===== config.mk =====
export PLATFORM = sky130hd
export DESIGN_NAME = eth_frame_router
export DESIGN_NICKNAME = d
export VERILOG_FILES = /design/src/rtl/eth_router_pkg.sv /design/src/rtl/eth_route_port.sv /design/src/rtl/eth_frame_router.sv
export SDC_FILE = /design/constraint.sdc
export NUM_CORES = 1
export LEC_CHECK = 0
export CAP_MARGIN = 20
export CORE_ASPECT_RATIO = 1.1
export CORE_UTILIZATION = 35
export CTS_CLUSTER_SIZE = 25
export DETAILED_ROUTE_END_ITERATION = 6
export PLACE_DENSITY = 0.71
export SLEW_MARGIN = 15
export SYNTH_ARGS = -nofsm -noshare
export SYNTH_HDL_FRONTEND = slang
export SYNTH_SLANG_ARGS = --single-unit

===== constraint.sdc =====
create_clock -name clk_i -period 2.3 [get_ports clk_i]
set_input_delay 0.575 -clock clk_i [delete_from_list [all_inputs] [get_ports clk_i]]
set_output_delay 0.575 -clock clk_i [all_outputs]
set_load 0.005 [all_outputs]

===== src/rtl/eth_router_pkg.sv =====
// Shared types and helpers for the eth_frame_router slice: route code width,
// output FSM encoding and the saturating counter increment.
package eth_router_pkg;

  localparam int CNT_MAX_W = 32;

  typedef enum logic {
    ST_IDLE = 1'b0,
    ST_PASS = 1'b1
  } port_state_e;

  function automatic int sel_w(input int ch);
    return $clog2(ch + 1);
  endfunction

  // Any route code at or above this value leaves the output disabled.
  function automatic int route_off(input int ch);
    return ch;
  endfunction

  function automatic logic [CNT_MAX_W-1:0] sat_inc(
    input logic [CNT_MAX_W-1:0] cnt,
    input logic [1:0]           inc_by,
    input int                   cnt_w
  );
    logic [CNT_MAX_W:0] sum;
    logic [CNT_MAX_W:0] lim;
    sum = {1'b0, cnt} + {{(CNT_MAX_W-1){1'b0}}, inc_by};
    lim = ({{CNT_MAX_W{1'b0}}, 1'b1} << cnt_w) - {{CNT_MAX_W{1'b0}}, 1'b1};
    if (sum > lim) sum = lim;
    return sum[CNT_MAX_W-1:0];
  endfunction

endpackage


===== src/rtl/eth_route_port.sv =====
// One TX output of the router: selects a source, locks onto it for the length
// of a frame and registers the forwarded beat (single-cycle latency).
//
// state   | meaning
// --------+---------------------------------------------------------------
// ST_IDLE | no frame open; route_sel followed, waiting for a source sof
// ST_PASS | frame open; source locked until eof, route_sel ignored
module eth_route_port
  import eth_router_pkg::*;
#(
  parameter int CH    = 4,
  parameter int DW    = 8,
  parameter int SEL_W = 3
) (
  input  logic              clk_i,
  input  logic              rst_n_i,
  input  logic [CH*DW-1:0]  rx_data_i,
  input  logic [CH-1:0]     rx_valid_i,
  input  logic [CH-1:0]     rx_sof_i,
  input  logic [CH-1:0]     rx_eof_i,
  input  logic [CH-1:0]     rx_fr_err_i,
  input  logic [SEL_W-1:0]  route_sel_i,
  output logic [DW-1:0]     tx_data_o,
  output logic              tx_valid_o,
  output logic              tx_sof_o,
  output logic              tx_eof_o,
  output logic              tx_fr_err_o,
  output logic              abort_o
);

  localparam logic [SEL_W-1:0] ROUTE_OFF = SEL_W'(route_off(CH));

  port_state_e      state_q, state_d;
  logic [SEL_W-1:0] src_q, src_d;
  logic [DW-1:0]    data_q, data_d;
  logic             valid_q, sof_q, eof_q, err_q, err_d;

  logic [SEL_W-1:0] cur_src;
  logic [DW-1:0]    s_data;
  logic             s_valid, s_sof, s_eof, s_err;
  logic             fwd, abort;

  assign cur_src = (state_q == ST_PASS) ? src_q : route_sel_i;

  always_comb begin
    s_data  = '0;
    s_valid = 1'b0;
    s_sof   = 1'b0;
    s_eof   = 1'b0;
    s_err   = 1'b0;
    if (cur_src < ROUTE_OFF) begin
      for (int k = 0; k < CH; k++) begin
        if (cur_src == SEL_W'(k)) begin
          s_data  = rx_data_i[k*DW +: DW];
          s_valid = rx_valid_i[k];
          s_sof   = rx_sof_i[k];
          s_eof   = rx_eof_i[k];
          s_err   = rx_fr_err_i[k];
        end
      end
    end
  end

  always_comb begin
    state_d = state_q;
    src_d   = src_q;
    fwd     = 1'b0;
    abort   = 1'b0;
    err_d   = 1'b0;
    unique case (state_q)
      ST_IDLE: begin
        if (s_valid && s_sof) begin
          fwd     = 1'b1;
          err_d   = s_err;
          src_d   = route_sel_i;
          state_d = s_eof ? ST_IDLE : ST_PASS;
        end
      end
      ST_PASS: begin
        err_d = s_err;
        if (s_valid) begin
          fwd   = 1'b1;
          // A sof while a frame is open means the previous frame lost its eof.
          abort = s_sof;
          if (s_eof) state_d = ST_IDLE;
        end
      end
      default: state_d = ST_IDLE;
    endcase
    data_d = fwd ? s_data : data_q;
  end

  always_ff @(posedge clk_i) begin
    if (!rst_n_i) begin
      state_q <= ST_IDLE;
      src_q   <= '0;
      data_q  <= '0;
      valid_q <= 1'b0;
      sof_q   <= 1'b0;
      eof_q   <= 1'b0;
      err_q   <= 1'b0;
    end else begin
      state_q <= state_d;
      src_q   <= src_d;
      data_q  <= data_d;
      valid_q <= fwd;
      sof_q   <= fwd & s_sof;
      eof_q   <= fwd & s_eof;
      err_q   <= err_d;
    end
  end

  assign tx_data_o   = data_q;
  assign tx_valid_o  = valid_q;
  assign tx_sof_o    = sof_q;
  assign tx_eof_o    = eof_q;
  assign tx_fr_err_o = err_q;
  assign abort_o     = abort;

endmodule


===== src/rtl/eth_frame_router.sv =====
// N-port MAC byte-stream router with frame-boundary route switching.
// Per-channel frame statistics are built only when ETH_ROUTER_STATS_EN is defined.
module eth_frame_router
  import eth_router_pkg::*;
#(
  parameter  int CH    = 4,
  parameter  int DW    = 8,
  parameter  int CNT_W = 16,
  localparam int SEL_W = $clog2(CH + 1)
) (
  input  logic                clk_i,
  input  logic                rst_n_i,
  input  logic [CH*DW-1:0]    rx_data_i,
  input  logic [CH-1:0]       rx_valid_i,
  input  logic [CH-1:0]       rx_sof_i,
  input  logic [CH-1:0]       rx_eof_i,
  input  logic [CH-1:0]       rx_fr_good_i,
  input  logic [CH-1:0]       rx_fr_err_i,
  input  logic [CH*SEL_W-1:0] route_sel_i,
  output logic [CH*DW-1:0]    tx_data_o,
  output logic [CH-1:0]       tx_valid_o,
  output logic [CH-1:0]       tx_sof_o,
  output logic [CH-1:0]       tx_eof_o,
  output logic [CH-1:0]       tx_fr_err_o,
  input  logic                cnt_clr_i,
  output logic [CH*CNT_W-1:0] rx_good_cnt_o,
  output logic [CH*CNT_W-1:0] rx_bad_cnt_o,
  output logic [CH*CNT_W-1:0] tx_abort_cnt_o
);

  logic [CH-1:0] abort;

  for (genvar k = 0; k < CH; k++) begin : g_port
    eth_route_port #(
      .CH   (CH),
      .DW   (DW),
      .SEL_W(SEL_W)
    ) u_port (
      .clk_i      (clk_i),
      .rst_n_i    (rst_n_i),
      .rx_data_i  (rx_data_i),
      .rx_valid_i (rx_valid_i),
      .rx_sof_i   (rx_sof_i),
      .rx_eof_i   (rx_eof_i),
      .rx_fr_err_i(rx_fr_err_i),
      .route_sel_i(route_sel_i[k*SEL_W +: SEL_W]),
      .tx_data_o  (tx_data_o[k*DW +: DW]),
      .tx_valid_o (tx_valid_o[k]),
      .tx_sof_o   (tx_sof_o[k]),
      .tx_eof_o   (tx_eof_o[k]),
      .tx_fr_err_o(tx_fr_err_o[k]),
      .abort_o    (abort[k])
    );
  end

`ifdef ETH_ROUTER_STATS_EN
  logic [CNT_W-1:0] good_q  [CH];
  logic [CNT_W-1:0] good_d  [CH];
  logic [CNT_W-1:0] bad_q   [CH];
  logic [CNT_W-1:0] bad_d   [CH];
  logic [CNT_W-1:0] abort_q [CH];
  logic [CNT_W-1:0] abort_d [CH];

  always_comb begin
    for (int k = 0; k < CH; k++) begin
      good_d[k]  = '0;
      bad_d[k]   = '0;
      abort_d[k] = '0;
      if (!cnt_clr_i) begin
        good_d[k]  = CNT_W'(sat_inc(CNT_MAX_W'(good_q[k]),
                      {1'b0, rx_valid_i[k] & rx_eof_i[k] & rx_fr_good_i[k]}, CNT_W));
        // A bad eof and an fr_err pulse together count as two events.
        bad_d[k]   = CNT_W'(sat_inc(CNT_MAX_W'(bad_q[k]),
                      {1'b0, rx_valid_i[k] & rx_eof_i[k] & ~rx_fr_good_i[k]} +
                      {1'b0, rx_fr_err_i[k]}, CNT_W));
        abort_d[k] = CNT_W'(sat_inc(CNT_MAX_W'(abort_q[k]), {1'b0, abort[k]}, CNT_W));
      end
    end
  end

  always_ff @(posedge clk_i) begin
    for (int k = 0; k < CH; k++) begin
      if (!rst_n_i) begin
        good_q[k]  <= '0;
        bad_q[k]   <= '0;
        abort_q[k] <= '0;
      end else begin
        good_q[k]  <= good_d[k];
        bad_q[k]   <= bad_d[k];
        abort_q[k] <= abort_d[k];
      end
    end
  end

  for (genvar k = 0; k < CH; k++) begin : g_cnt_out
    assign rx_good_cnt_o[k*CNT_W +: CNT_W]  = good_q[k];
    assign rx_bad_cnt_o[k*CNT_W +: CNT_W]   = bad_q[k];
    assign tx_abort_cnt_o[k*CNT_W +: CNT_W] = abort_q[k];
  end
`else
  logic unused_ok;
  assign unused_ok      = ^{cnt_clr_i, rx_fr_good_i, abort};
  assign rx_good_cnt_o  = '0;
  assign rx_bad_cnt_o   = '0;
  assign tx_abort_cnt_o = '0;
`endif

endmodule


==> flow_summary.yaml <==
critical_path:
  cp-end-kind: "register"
  r2r-start: "g_port[3].u_port.state_q"
  reg2reg_to: "g_port[3].u_port.src_q[1]"
  timing.reg2reg.setup_slack_ps: 240
  cp_max_fo: 6
  cp.required_ps: 2570
  crit_type: "in -> reg"
  r2r_cells: 6
  startpoint_type: "primary input"
  cp.arrival_ps: 2510
floorplanning:
  core_area_mm2: 0.01511
  initial_core_util: 0.3591
  ios: 307
  die_h_um: 132.6
  rows: 47
  die_area_mm2: 0.01601
  die-width_um: 120.7
final_layout:
  fin_cells: 874
  n_antenna_cell: 0
  area.growth.synth_to_final_pct: 20.15
  fill_cells: 1434
  final_nets: 740
  multi_input_area_mm2: 0.003153
  seqCellArea_mm2: 0.001281
  drive_gt1_frac: 0.1814
cts:
  cts_setup_buffers: 0
  clock_path_buffers: 2
  cts-root-buf: "clkbuf_16"
  cts_buffers: 9
  clk_latency_ps: 340
  h-tree-depth: 3
  path_clk_slew_ps: 60
  numClockSinks: 64
  cts_tree: "yes"
  cts_hold_buf: 0
detailed_routing:
  via_per_inst: 4.271
  wire_per_inst_um: 14.18
  totalWireLength_um: 12390
  ant_nets: 0
  drc: 0
  dr.pass1.iters: 4
  vias: 3733
  drtIter0Drc: 200
global_route:
  grt_pass1_vias: 3401
  antenna_found_initial: 0
  grt_pass1_wl_um: 18530
  grt_max_degree: 32
  grt_usage: 0.1543
  grt.overflow.total: 0
synth:
  synth.largest_area_cell: "buf_4"
  ys_seq_elements: 64
  synth-edff-count: 0
  syn_inst: 546
  synth.most_common_cell: "buf_4"
  async_reset_ff_frac: 0
  synth_top_area_frac: 0.3044
  synthFlopType: "dfxtp_1"
  syn_area_per_cell_um2: 9.939
  synthDistinctLibCells: 25
  seq_area_frac_synth: 0.2361
  yosys_warnings: 0
  synth_top_cells_by_count: "buf_4, nand2_1, dfxtp_1, mux2i_1, mux4_2"
  syn_area_mm2: 0.005426
  netlist_top_cells_area: "buf_4, dfxtp_1, mux4_2"
sta:
  min_period_ps: 2242
  rsz0062_at_grt: "false"
  hold_viol: 0
  setup-violations-final: 0
  fin_crit_sh: 0.9747
  slew_headroom: 0.6472
  fin_skew_ps: 7.119
  worst_pin_slew_ps: 528.6
  fmax_mhz: 446.1
  maxSlewViolCount: 0
  whs_ps: 455.7
worst_hold_path:
  holdCritStartpoint: "g_port[0].u_port.tx_data_o[3]"
  holdPathStages: 2
  whs_endpoint: "g_port[0].u_port.tx_data_o[3]"
  hold_class: "reg -> reg"
placement:
  dp_cells: 858
  portBuffers: 109
  dp_hpwl_um: 10010
  gp_congestion: 0.8123
pwr:
  power_per_cell_area_mw_per_mm2: 541.7
  p_leak_nw: 3.008
  irDropWorstVdd_v: 0.0002753
run:
  cap_viol_max_count: 0
status:
  status: "finished, final reports clean"
==> stage by stage <==
step	setup WS [ps]	setup TNS, ps	power (mW)	instance area (um^2)	util
floorplan	270.3	0	2.004	6143	-
global placement	-309.4	-11490	2.135	6190	0.4096
detailed placement	-372.0	-13680	2.146	6190	0.4096
CTS	16.41	0	3.545	6506	0.4305
global route	11.55	0	3.695	6520	0.4314
finish	58.26	0	3.532	6520	0.4314
==> how the worst max path moves through the flow <==
stage / from / end / slack, ps / depth (start not counted)
3_3_place_gp: route_sel_i[9] / g_port[3].u_port.src_q[1] / -310 / 6
6_report: route_sel_i[6] / g_port[2].u_port.tx_data_o[2] / 60 / 6
4_1_cts: route_sel_i[3] / g_port[1].u_port.tx_data_o[3] / 20 / 6
5_1_grt: route_sel_i[6] / g_port[2].u_port.tx_data_o[2] / 10 / 6
3_5_place_dp: route_sel_i[9] / g_port[3].u_port.src_q[1] / -370 / 6
2_1_floorplan: route_sel_i[9] / g_port[3].u_port.src_q[0] / 270 / 5
==> final cells by class <==
type / count / share of cell area
clock inverters: 5 / 0.008444
clock buffers: 11 / 0.03876
multi-input cells: 437 / 0.4836
repair buffers: 159 / 0.2339
inverters: 2 / 0.001151
well taps: 196 / 0.03761
flip-flops and latches: 64 / 0.1965
==> repair_timing <==
action	in CTS	in global routing
pin swaps	0	0
cloned	0	0
resized for setup	1	4
endpoints found under the setup margin	1	13
==> critical path: stages <==
cell             delay (ps)
clkdlybuf4s50_1         590
mux4_2                  560
nor2b_1                 150
o211ai_1                210
buf_4                   220
mux2i_1                 190
==> cell families (layout without fill, tap and decap cells) <==
| family | Yosys count | count (layout) | synth area share |
|---|---|---|---|
| buf+inv | 236 | 177 | 0.3175 |
| simple gates | 120 | 120 | 0.09500 |
| mux | 111 | 111 | 0.3300 |
| flops | 64 | 64 | 0.2361 |
| compound gates | 14 | 14 | 0.02075 |
| other cells | 1 | 192 | 0.0006911 |
==> placed cells by master (no fill, tap or decap), drive strengths merged <==
| cell type | count |
|---|---|
| clkinvlp | 2 |
| dfxtp | 64 |
| nor3 | 6 |
| nor2b | 6 |
| o211a | 4 |
| conb | 192 |
| and2 | 4 |
| clkdlybuf4s50 | 107 |
| clkinv | 2 |
| or3 | 3 |
| clkbuf | 11 |
| nand2 | 80 |
| bufinv | 1 |
| a22oi | 1 |
| mux2i | 60 |
| and3 | 8 |
| o21bai | 4 |
| a21oi | 1 |
| mux4 | 51 |
| dlymetal6s2s | 2 |
| buf | 50 |
| nor2 | 13 |
| o211ai | 4 |
| inv | 2 |
==> per-layer routing <==
metal,global-route usage,vias up,part of all wire
met2,0.2637,233,0.51
met4,0.06790,0,0.027
met3,0.04353,25,0.093
li1,-,1732,-
met5,0,-,0
met1,0.1784,1743,0.37
==> registers in the layout, summed over array words and instances, names as in the netlist <==
signal                     count
g_port.u_port.tx_data_o       32
g_port.u_port.src_q           12
g_port.u_port.state_q          4
g_port.u_port.tx_eof_o         4
g_port.u_port.tx_fr_err_o      4
g_port.u_port.tx_sof_o         4
g_port.u_port.tx_valid_o       4
==> where the power goes <==
part           switching, mW  internal (mW)  total (mW)
Sequential            0.0271           1.15        1.18
Combinational          0.438          0.519       0.957
Clock                  0.504          0.893        1.40
No activity file was read; power rests on OpenSTA's default activity.
